### config.mk
export PLATFORM = sky130hd
export DESIGN_NAME = fetch_unit
export DESIGN_NICKNAME = d
export VERILOG_FILES = /design/src/rtl/fetch_unit.sv
export SDC_FILE = /design/constraint.sdc
export NUM_CORES = 1
export LEC_CHECK = 0
export ABC_AREA = 1
export CORE_UTILIZATION = 50
export CTS_BUF_LIST = sky130_fd_sc_hd__clkbuf_4
export CTS_CLUSTER_DIAMETER = 30
export DETAILED_ROUTE_END_ITERATION = 6
export GPL_TIMING_DRIVEN = 1
export PLACE_DENSITY = 0.85
export SETUP_SLACK_MARGIN = 0.3
export SYNTH_ARGS = -nofsm -noshare
export SYNTH_HDL_FRONTEND = slang
export SYNTH_SLANG_ARGS = --single-unit
### constraint.sdc
create_clock -name clk -period 3.9 [get_ports clk]
set_input_delay 1.17 -clock clk [delete_from_list [all_inputs] [get_ports clk]]
set_output_delay 1.17 -clock clk [all_outputs]
set_load 0.05 [all_outputs]
### src/rtl/fetch_unit.sv
// Instruction fetch stage: PC, instruction-memory addressing, and a one-entry valid/ready output slot.
// Optional misaligned-redirect trap is enabled by defining FETCH_MISALIGN_CHK_EN.
module fetch_unit #(
  parameter logic [31:0] RESET_PC = 32'h0000_0000,
  parameter int          ADDR_W   = 6
) (
  input  logic              clk,
  input  logic              rst,
  output logic [ADDR_W-1:0] imem_addr,
  input  logic [31:0]       imem_data,
  output logic              out_valid,
  input  logic              out_ready,
  output logic [31:0]       out_instr,
  output logic [31:0]       out_pc,
  input  logic              redirect_valid,
  input  logic [31:0]       redirect_pc,
  output logic              halted,
  output logic              misalign
);

  localparam logic [31:0] EBREAK = 32'h0010_0073;

`ifdef FETCH_MISALIGN_CHK_EN
  typedef enum logic [1:0] {RUN, HALT, TRAP} state_t;
`else
  typedef enum logic {RUN, HALT} state_t;
`endif

  state_t      state_q, state_d;
  logic [31:0] pc_q, pc_d;
  logic        valid_q, valid_d;
  logic [31:0] instr_q, instr_d;
  logic [31:0] opc_q, opc_d;
  logic        slot_free;
  logic [31:0] target_pc;

  assign slot_free = !valid_q || out_ready;
  assign target_pc = redirect_pc & ~32'h3;

  always_comb begin
    state_d = state_q;
    pc_d    = pc_q;
    valid_d = valid_q;
    instr_d = instr_q;
    opc_d   = opc_q;
    if (redirect_valid && state_q == RUN) begin
      // Redirect flushes the slot even if decode is stalled.
      valid_d = 1'b0;
`ifdef FETCH_MISALIGN_CHK_EN
      if (redirect_pc[1:0] != 2'b00) state_d = TRAP;
      else                           pc_d    = target_pc;
`else
      pc_d = target_pc;
`endif
    end else if (slot_free) begin
      if (state_q == RUN) begin
        valid_d = 1'b1;
        instr_d = imem_data;
        opc_d   = pc_q;
        pc_d    = pc_q + 32'd4;
        if (imem_data == EBREAK) state_d = HALT;
      end else begin
        valid_d = 1'b0;
      end
    end
  end

  always_ff @(posedge clk or posedge rst) begin
    if (rst) begin
      state_q <= RUN;
      pc_q    <= RESET_PC;
      valid_q <= 1'b0;
      instr_q <= 32'd0;
      opc_q   <= 32'd0;
    end else begin
      state_q <= state_d;
      pc_q    <= pc_d;
      valid_q <= valid_d;
      instr_q <= instr_d;
      opc_q   <= opc_d;
    end
  end

  assign imem_addr = pc_q[ADDR_W+1:2];
  assign out_valid = valid_q;
  assign out_instr = instr_q;
  assign out_pc    = opc_q;
  assign halted    = (state_q != RUN);
`ifdef FETCH_MISALIGN_CHK_EN
  assign misalign  = (state_q == TRAP);
`else
  assign misalign  = 1'b0;
`endif

endmodule

Word-level counts from Yosys, hierarchy flattened

Index checks and enable logic that the tools add are counted.

Flip-flop bits (word level): 98
Input port bits: 68
Output and inout port bits: 73
Word-level logic and storage cells: 25

Add/subtract/negate cells: 1
Eq/ne operators: 2
Muxes and demuxes: 8
Bitwise logic cells: 2
Reduce and logical (&&, ||, !) cells: 7

Operators by type and width:

| kind                  | count |
|---|---|
| $mux 32               | 3 |
| $add 32x3->32 const B | 1 |
| $eq 32x21->1 const B  | 1 |
| $mux 1                | 5 |
| $reduce_and 2->1      | 2 |
| $reduce_and 3->1      | 1 |
| $ne 2x1->1 const B    | 1 |
| $not 1->1             | 2 |
| $reduce_bool 2->1     | 1 |
| $logic_and 1x1->1     | 1 |
| $logic_not 1->1       | 1 |
| $logic_or 1x1->1      | 1 |

Logic depth before layout (Yosys ltp)

Gate-level depths: netlist (run 1).

Depth in word-level cells: 4
Depth in mapped cells: 10
Depth with buffers taken out: 10

Least setup slack after synthesis (run 1)

No wires, ideal clock.

Path kind: input to register
Start point: in redirect_valid
End point: reg instr_q[0], in the netlist out_instr[0]
Library setup time: 125 ps
Arrival: 2068 ps
Data required time: 3775 ps
Path slack: 1707 ps
Stages on the path: 6
Buffers on the path: 1
Cells stage by stage: inv_2 > nor2_4 > inv_4 > nand2_4 > buf_6 > mux2_2

Word-level cells in the longest chain between the ends: 3

RTL lines:

| what                       | RTL line | RTL |
|---|---|---|
| start, declared            | 15       | `input logic redirect_valid,` |
| $logic_and 1x1->1          | 46       | `if (redirect_valid && state_q == RUN) begin` |
| $not 1->1 (no line)        | n/a      |  |
| $reduce_and 3->1 (no line) | n/a      |  |
| end signal, assigned       | 79       | `instr_q <= instr_d;` |
| end, declared              | 32       | `logic [31:0] instr_q, instr_d;` |

No other way between the ends.
A chain may end at the register's enable or synchronous reset.

Worst setup path after layout (run 1)

Start point: reg pc_q[4]
End point: out imem_addr[2]

RTL lines:

| what                   | RTL line | RTL |
|---|---|---|
| start, declared        | 30       | `logic [31:0] pc_q, pc_d;` |
| start signal, assigned | 77       | `pc_q <= pc_d;` |
| end, declared          | 9        | `output logic [ADDR_W-1:0] imem_addr,` |

No word-level cell between the ends.

==> results of run 1 <==
## cells by family (layout without fill, tap and decap cells)
family	after synthesis	count (layout)	synth area share, %
simple gates	325	325	28.5
buf+inv	99	228	9.40
flops	94	94	47.7
compound gates	88	88	9.68
mux	16	16	4.26
fa+ha+maj	1	1	0.253
other cells	1	3	0.0760
xor+xnor	1	1	0.177
## through the flow
| stage | hold WS (ns) | total power, W | area (um2) |
|---|---|---|---|
| floorplan | 0.471 | 0.00116 | 4950 |
| global placement | 0.467 | 0.00126 | 6370 |
| detailed placement | 0.473 | 0.00127 | 6370 |
| CTS | 0.507 | 0.00177 | 6490 |
| global route | 0.535 | 0.00183 | 6490 |
| finish | 0.500 | 0.00176 | 6490 |
## how the worst max path moves through the flow
stage	start	end	slack, ns
after detailed placement	out_ready	out_pc[14]	1.01
final	pc_q[4]	imem_addr[2]	0.91
after global placement	out_ready	out_instr[7]	1.05
after CTS	halted	halted	0.89
after global routing	halted	halted	0.86
after floorplan	rst	halted	1.62
## cells in the final DEF, fill, tap and decap left out, drive strengths merged, types with 2 or more instances in the layout
cell type,count
nand4,6
clkdlybuf4s50,135
nor3,8
buf,9
nor2,79
dfrtp,94
nand2,191
inv,71
clkinvlp,3
a211oi,2
conb,3
o22ai,5
clkbuf,9
or2,3
nand3,37
a31oi,2
o211ai,4
a21oi,13
o21ai,60
mux2,16
## sequential cells by signal, summed over array words and instances, names as in the netlist
signal and flops:
halted 1, out_valid 1, out_pc 30, pc_q 30, out_instr 32
## cells in the mapped netlist, types with 2 or more instances
| master | count | share of area, % |
|---|---|---|
| dfrtp_1 | 94 | 48 |
| a31oi_1 | 2 | 0.25 |
| a21oi_1 | 13 | 1.3 |
| nand4_1 | 6 | 0.76 |
| nand2_1 | 183 | 14 |
| inv_2 | 4 | 0.30 |
| or2_2 | 3 | 0.38 |
| nor2_1 | 67 | 5.1 |
| nand2_2 | 5 | 0.63 |
| o21ai_0 | 44 | 4.5 |
| a211oi_1 | 2 | 0.30 |
| o22ai_1 | 5 | 0.63 |
| inv_1 | 62 | 4.7 |
| nand3_1 | 37 | 3.8 |
| nand2_4 | 3 | 0.68 |
| buf_6 | 3 | 0.68 |
| mux2_2 | 8 | 1.8 |
| o21ai_1 | 15 | 1.5 |
| nor2_4 | 8 | 1.8 |
| nor3_1 | 8 | 0.81 |
| buf_4 | 9 | 1.4 |
| o211ai_1 | 4 | 0.61 |
| buf_2 | 13 | 1.3 |
| clkbuf_1 | 3 | 0.23 |
| nor2_2 | 4 | 0.51 |
| mux2_4 | 8 | 2.4 |
## report_power, final
| part | internal (W) | switching (W) |
|---|---|---|
| Sequential | 0.000993 | 0.0000255 |
| Combinational | 0.000104 | 0.000131 |
| Clock | 0.000141 | 0.000361 |
| Total | 0.00124 | 0.000518 |
## routing by layer
layer  wire (um)  track usage (%)  part of all wire (%)
met5           0                0                     0
met3        1030             6.14                   7.8
met2        6130             45.3                    47
met4         284             9.36                   2.2
met1        5740             35.5                    44
## layout make-up
| type | count | area share [%] |
|---|---|---|
| clock inverters | 6 | 0.848 |
| clock buffers | 9 | 1.04 |
| flip-flops and latches | 94 | 36.2 |
| inverters | 69 | 4.18 |
| repair buffers | 144 | 22.4 |
| multi-input cells | 434 | 32.8 |
| well taps | 129 | 2.49 |
==> results.toml, run 1 <==
[worst_setup_path]
worstPathArrival_ns = 1.82
start_kind = "flop"
worst_path_largest_cell_delay_ns = 0.86
r2r_end = "pc_q[14]"
reg2reg_from = "pc_q[3]"
critPathSlowestCell = "clkdlybuf4s50_1"
worst-endpoint-required_ns = 2.73
cp-end-kind = "primary output"
crit_buf_inv = 1
crit_type = "flop to primary output"
worstRegToRegCells = 10
crit_family = "buffers and inverters"
reg2reg_slack_ns = 2.13
path_depth = 1
cp_max_fo = 6
crit_chain = "clkdlybuf4s50_1"

[drt]
wl_per_cell_um = 14.9
viasPerCell = 5.25
drcViolationCount = 0
final_antenna_net_count = 0
wl_um = 13200
drtIter0Drc = 272
dr.pass1.iters = 5
vias = 4647

[sta]
period_minus_slack_ns = 2.99
worst_slack_ns = 0.914
drv_slew = 0
fmax_ghz = 0.335
worst_pin_slew_ns = 0.537
tns_ns = 0
period_share_pct = 76.6
slew_headroom_pct = 64.1
skew_ns = 0.0260
hold_viol = 0
rsz0062_at_grt = "no"
final-setup-viol-count = 0

[cts]
cts.clk_slew.worst_paths_ns = 0.16
clock-sinks = 94
clock_path_buffers = 2
cts_buffers = 9
clkLatencyLatePin_ns = 0.45
h-tree-depth = 3
ctsResizeCount = 0
cts_root_buf = "clkbuf_4"
cts_setup_buffers = 0
cts_tree = "done"
hold_buffers = 0

[status]
status = "complete, no violations"

[synthesis]
synth-edff-count = 0
syn_avg_cell_area_um2 = 7.90
yosys.cell_types.count = 38
yosys_register_bits = 94
yosysSeqAreaShare_pct = 47.7
async_flop_share_pct = 100
yosys_most_used_dff = "dfrtp_1"
netlist_area_um2 = 4940
synth_cells = 625
yosysWarnings = 0

[pwr]
peakVddDrop_v = 0.000140
leakage_nw = 3.06
pwr_density_cell_nw_per_um2 = 270

[final_layout]
nFillCells = 773
antennaDiodeCount = 0
drive_gt1_share_pct = 9.66
layout.cells.non_filler = 885
syn_to_final_growth_pct = 31.5
seqCellArea_um2 = 2350
multiInputGateArea_um2 = 2130
final_core_utilization_pct = 68.9
fin_nets = 821

[job]
max_cap_violations = 0

[grt]
grt_max_degree = 95
grt_pass1_wl_um = 21500
gr-total-overflow = 0
grt_usage_pct = 27.3
grt_pass1_vias = 4549
antenna_found_initial = 0

[placed_design]
dpl.cell_count = 870
portBuffers = 135
place_ws_ns = 1.01
gp_congestion = 0.924
hpwl_um = 9870

[worst_hold_path]
min_path_type = "flop to flop"
hp-start = "out_pc[31]"
min_to = "out_pc[31]"
whs_path_depth = 2

[die]
io_pins = 141
fp.dieW_um = 101
die-area_um2 = 10300
die_y_um = 101
start_util_pct = 52.4
num_rows = 35
core_area_um2 = 9420
Note: power is estimated with default switching activity, not from simulation.
==> inputs of run 2 (changes only) <==
==> constraint.sdc (replaced) <==
create_clock -name clk -period 3.1 [get_ports clk]
set_input_delay 0.93 -clock clk [delete_from_list [all_inputs] [get_ports clk]]
set_output_delay 0.93 -clock clk [all_outputs]
set_load 0.05 [all_outputs]
==> run 2 against run 1 <==
  * Setup slack got worse by 0.53 ns
  * Die area unchanged
  * Sequential share of layout area down 0.41 points
  * First-iteration DRC count rose by 24%
  * Routed wire length increased by 0.55%
  * Cell count is 0.11% higher
  * Non-clock buffer count grew 1
  * Sequential power up 25%
  * Register-to-register slack worse by 0.82 ns
  * Global-route usage fell by 0.13 points
  * Critical path type unchanged
  * Critical endpoint is now imem_addr[1]
  * Highest routed layer unchanged
==> results.toml, run 2 (synthesized netlist as in run 1, its figures left out) <==
[grt]
antenna_found_initial = 0
grt_pass1_vias = 4539
grt_pass1_wl_um = 21500
gr-total-overflow = 0
grt_usage_pct = 27.2
grt_max_degree = 40

[worst_setup_path]
crit_chain = "clkdlybuf4s50_1"
worstPathArrival_ns = 1.79
critPathSlowestCell = "clkdlybuf4s50_1"
worst-endpoint-required_ns = 2.17
crit_end = "imem_addr[1]"
cp_max_fo = 6
start_kind = "flop"
worstRegToRegCells = 10
crit_type = "flop to primary output"
reg2reg_from = "pc_q[3]"
crit_family = "buffers and inverters"
crit_buf_inv = 1
cp-end-kind = "primary output"
reg2reg_slack_ns = 1.31
r2r_end = "pc_q[14]"
startpoint = "pc_q[3]"
worst_path_largest_cell_delay_ns = 0.84
path_depth = 1

[drt]
viasPerCell = 5.25
dr.pass1.iters = 5
vias = 4654
final_antenna_net_count = 0
wl_um = 13300
drcViolationCount = 0
wl_per_cell_um = 15.0
drtIter0Drc = 336

[sta]
rsz0062_at_grt = "no"
period_minus_slack_ns = 2.72
hold_viol = 0
slew_headroom_pct = 58.1
tns_ns = 0
skew_ns = 0.0208
period_share_pct = 87.7
fmax_ghz = 0.368
worst_pin_slew_ns = 0.627
drv_slew = 0
final-setup-viol-count = 0
fin_hold_ws_ns = 0.501

[worst_hold_path]
min_path_type = "flop to flop"

[final_layout]
seqCellArea_um2 = 2350
nFillCells = 712
fin_nets = 822
drive_gt1_share_pct = 9.78
final_common_cell = "nand2_1"
final_core_utilization_pct = 69.7
multiInputGateArea_um2 = 2130
antennaDiodeCount = 0
syn_to_final_growth_pct = 33.0
largest_reg_flops = 32
final_cell_mix = "nand2_1, clkdlybuf4s50_1, dfrtp_1"

[pwr]
pwr_density_cell_nw_per_um2 = 371
clockPowerShare_pct = 35.3
swShare_pct = 26.4
peakVddDrop_v = 0.000184
p_sw_w = 0.000643
total_power_w = 0.00244
leakage_nw = 3.10
power_frac_comb_pct = 12.2
p_seq_share_pct = 52.5
intPower_w = 0.00179

[die]
die_y_um = 101
core_area_um2 = 9420
fp.dieW_um = 101
die-area_um2 = 10300
num_rows = 35
start_util_pct = 52.4
io_pins = 141

[placed_design]
hpwl_um = 9890
gp_congestion = 0.990
portBuffers = 135

[cts]
cts_buffers = 9
cts_tree = "done"
clock-sinks = 94
cts_setup_buffers = 0
h-tree-depth = 3
cts_root_buf = "clkbuf_4"
clock_path_buffers = 2
clkLatencyLatePin_ns = 0.46
cts.clk_slew.worst_paths_ns = 0.16

[job]
max_cap_violations = 0

[status]
status = "complete, no violations"
==> run 2: routing by layer <==
metal / share of wire (%) / up-vias / routed length [um] / global-route usage, %
met5: 0 / - / 0 / 0
met4: 2.8 / 0 / 370 / 11.6
met3: 9.3 / 32 / 1240 / 6.35
met2: 46 / 228 / 6070 / 45.0
met1: 42 / 2159 / 5580 / 34.4
li1: - / 2235 / - / -
==> run 2: layout make-up <==
class,count,area share [%]
tap,129,2.46
clock inverter,6,1.79
sequential,94,35.8
multi-input combinational,434,32.4
inverter,69,4.13
timing repair buffer,145,22.4
clock buffer,9,1.03
==> run 2: repair_timing <==
| item | CTS | global route |
|---|---|---|
| resized for setup | 0 | 2 |
| endpoints found under the setup margin | 0 | 2 |
| endpoints found under the hold margin | 0 | 0 |
| hold buffers | 0 | 0 |
==> run 2: worst min path at each step <==
stage                     slack (ns)  depth (start not counted)          start             to
after floorplan                 0.47                          2       pc_q[31]       pc_q[31]
after global placement          0.47                          2     out_pc[17]     out_pc[17]
after detailed placement        0.47                          2      out_pc[4]      out_pc[4]
after CTS                       0.50                          2      out_pc[4]      out_pc[4]
after global routing            0.54                          2  out_instr[29]  out_instr[29]
final                           0.50                          2      out_pc[4]      out_pc[4]
==> run 2: power by group through the flow <==
stage / registers [W] / logic, W / clock network (W)
detailed placement: 0.00130 / 0.000296 / 0
floorplan: 0.00129 / 0.000169 / 0
finish: 0.00128 / 0.000298 / 0.000859
global placement: 0.00130 / 0.000291 / 0
global route: 0.00129 / 0.000328 / 0.000914
CTS: 0.00128 / 0.000299 / 0.000867
==> run 2: stage by stage <==
step / instance area (um2) / std cells / worst slack (ns)
6_report: 6570 / 886 / 0.382
5_1_grt: 6570 / 886 / 0.304
4_1_cts: 6560 / 886 / 0.334
3_5_place_dp: 6380 / 871 / 0.340
3_3_place_gp: 6380 / 871 / 0.384
2_1_floorplan: 4950 / 627 / 1.06
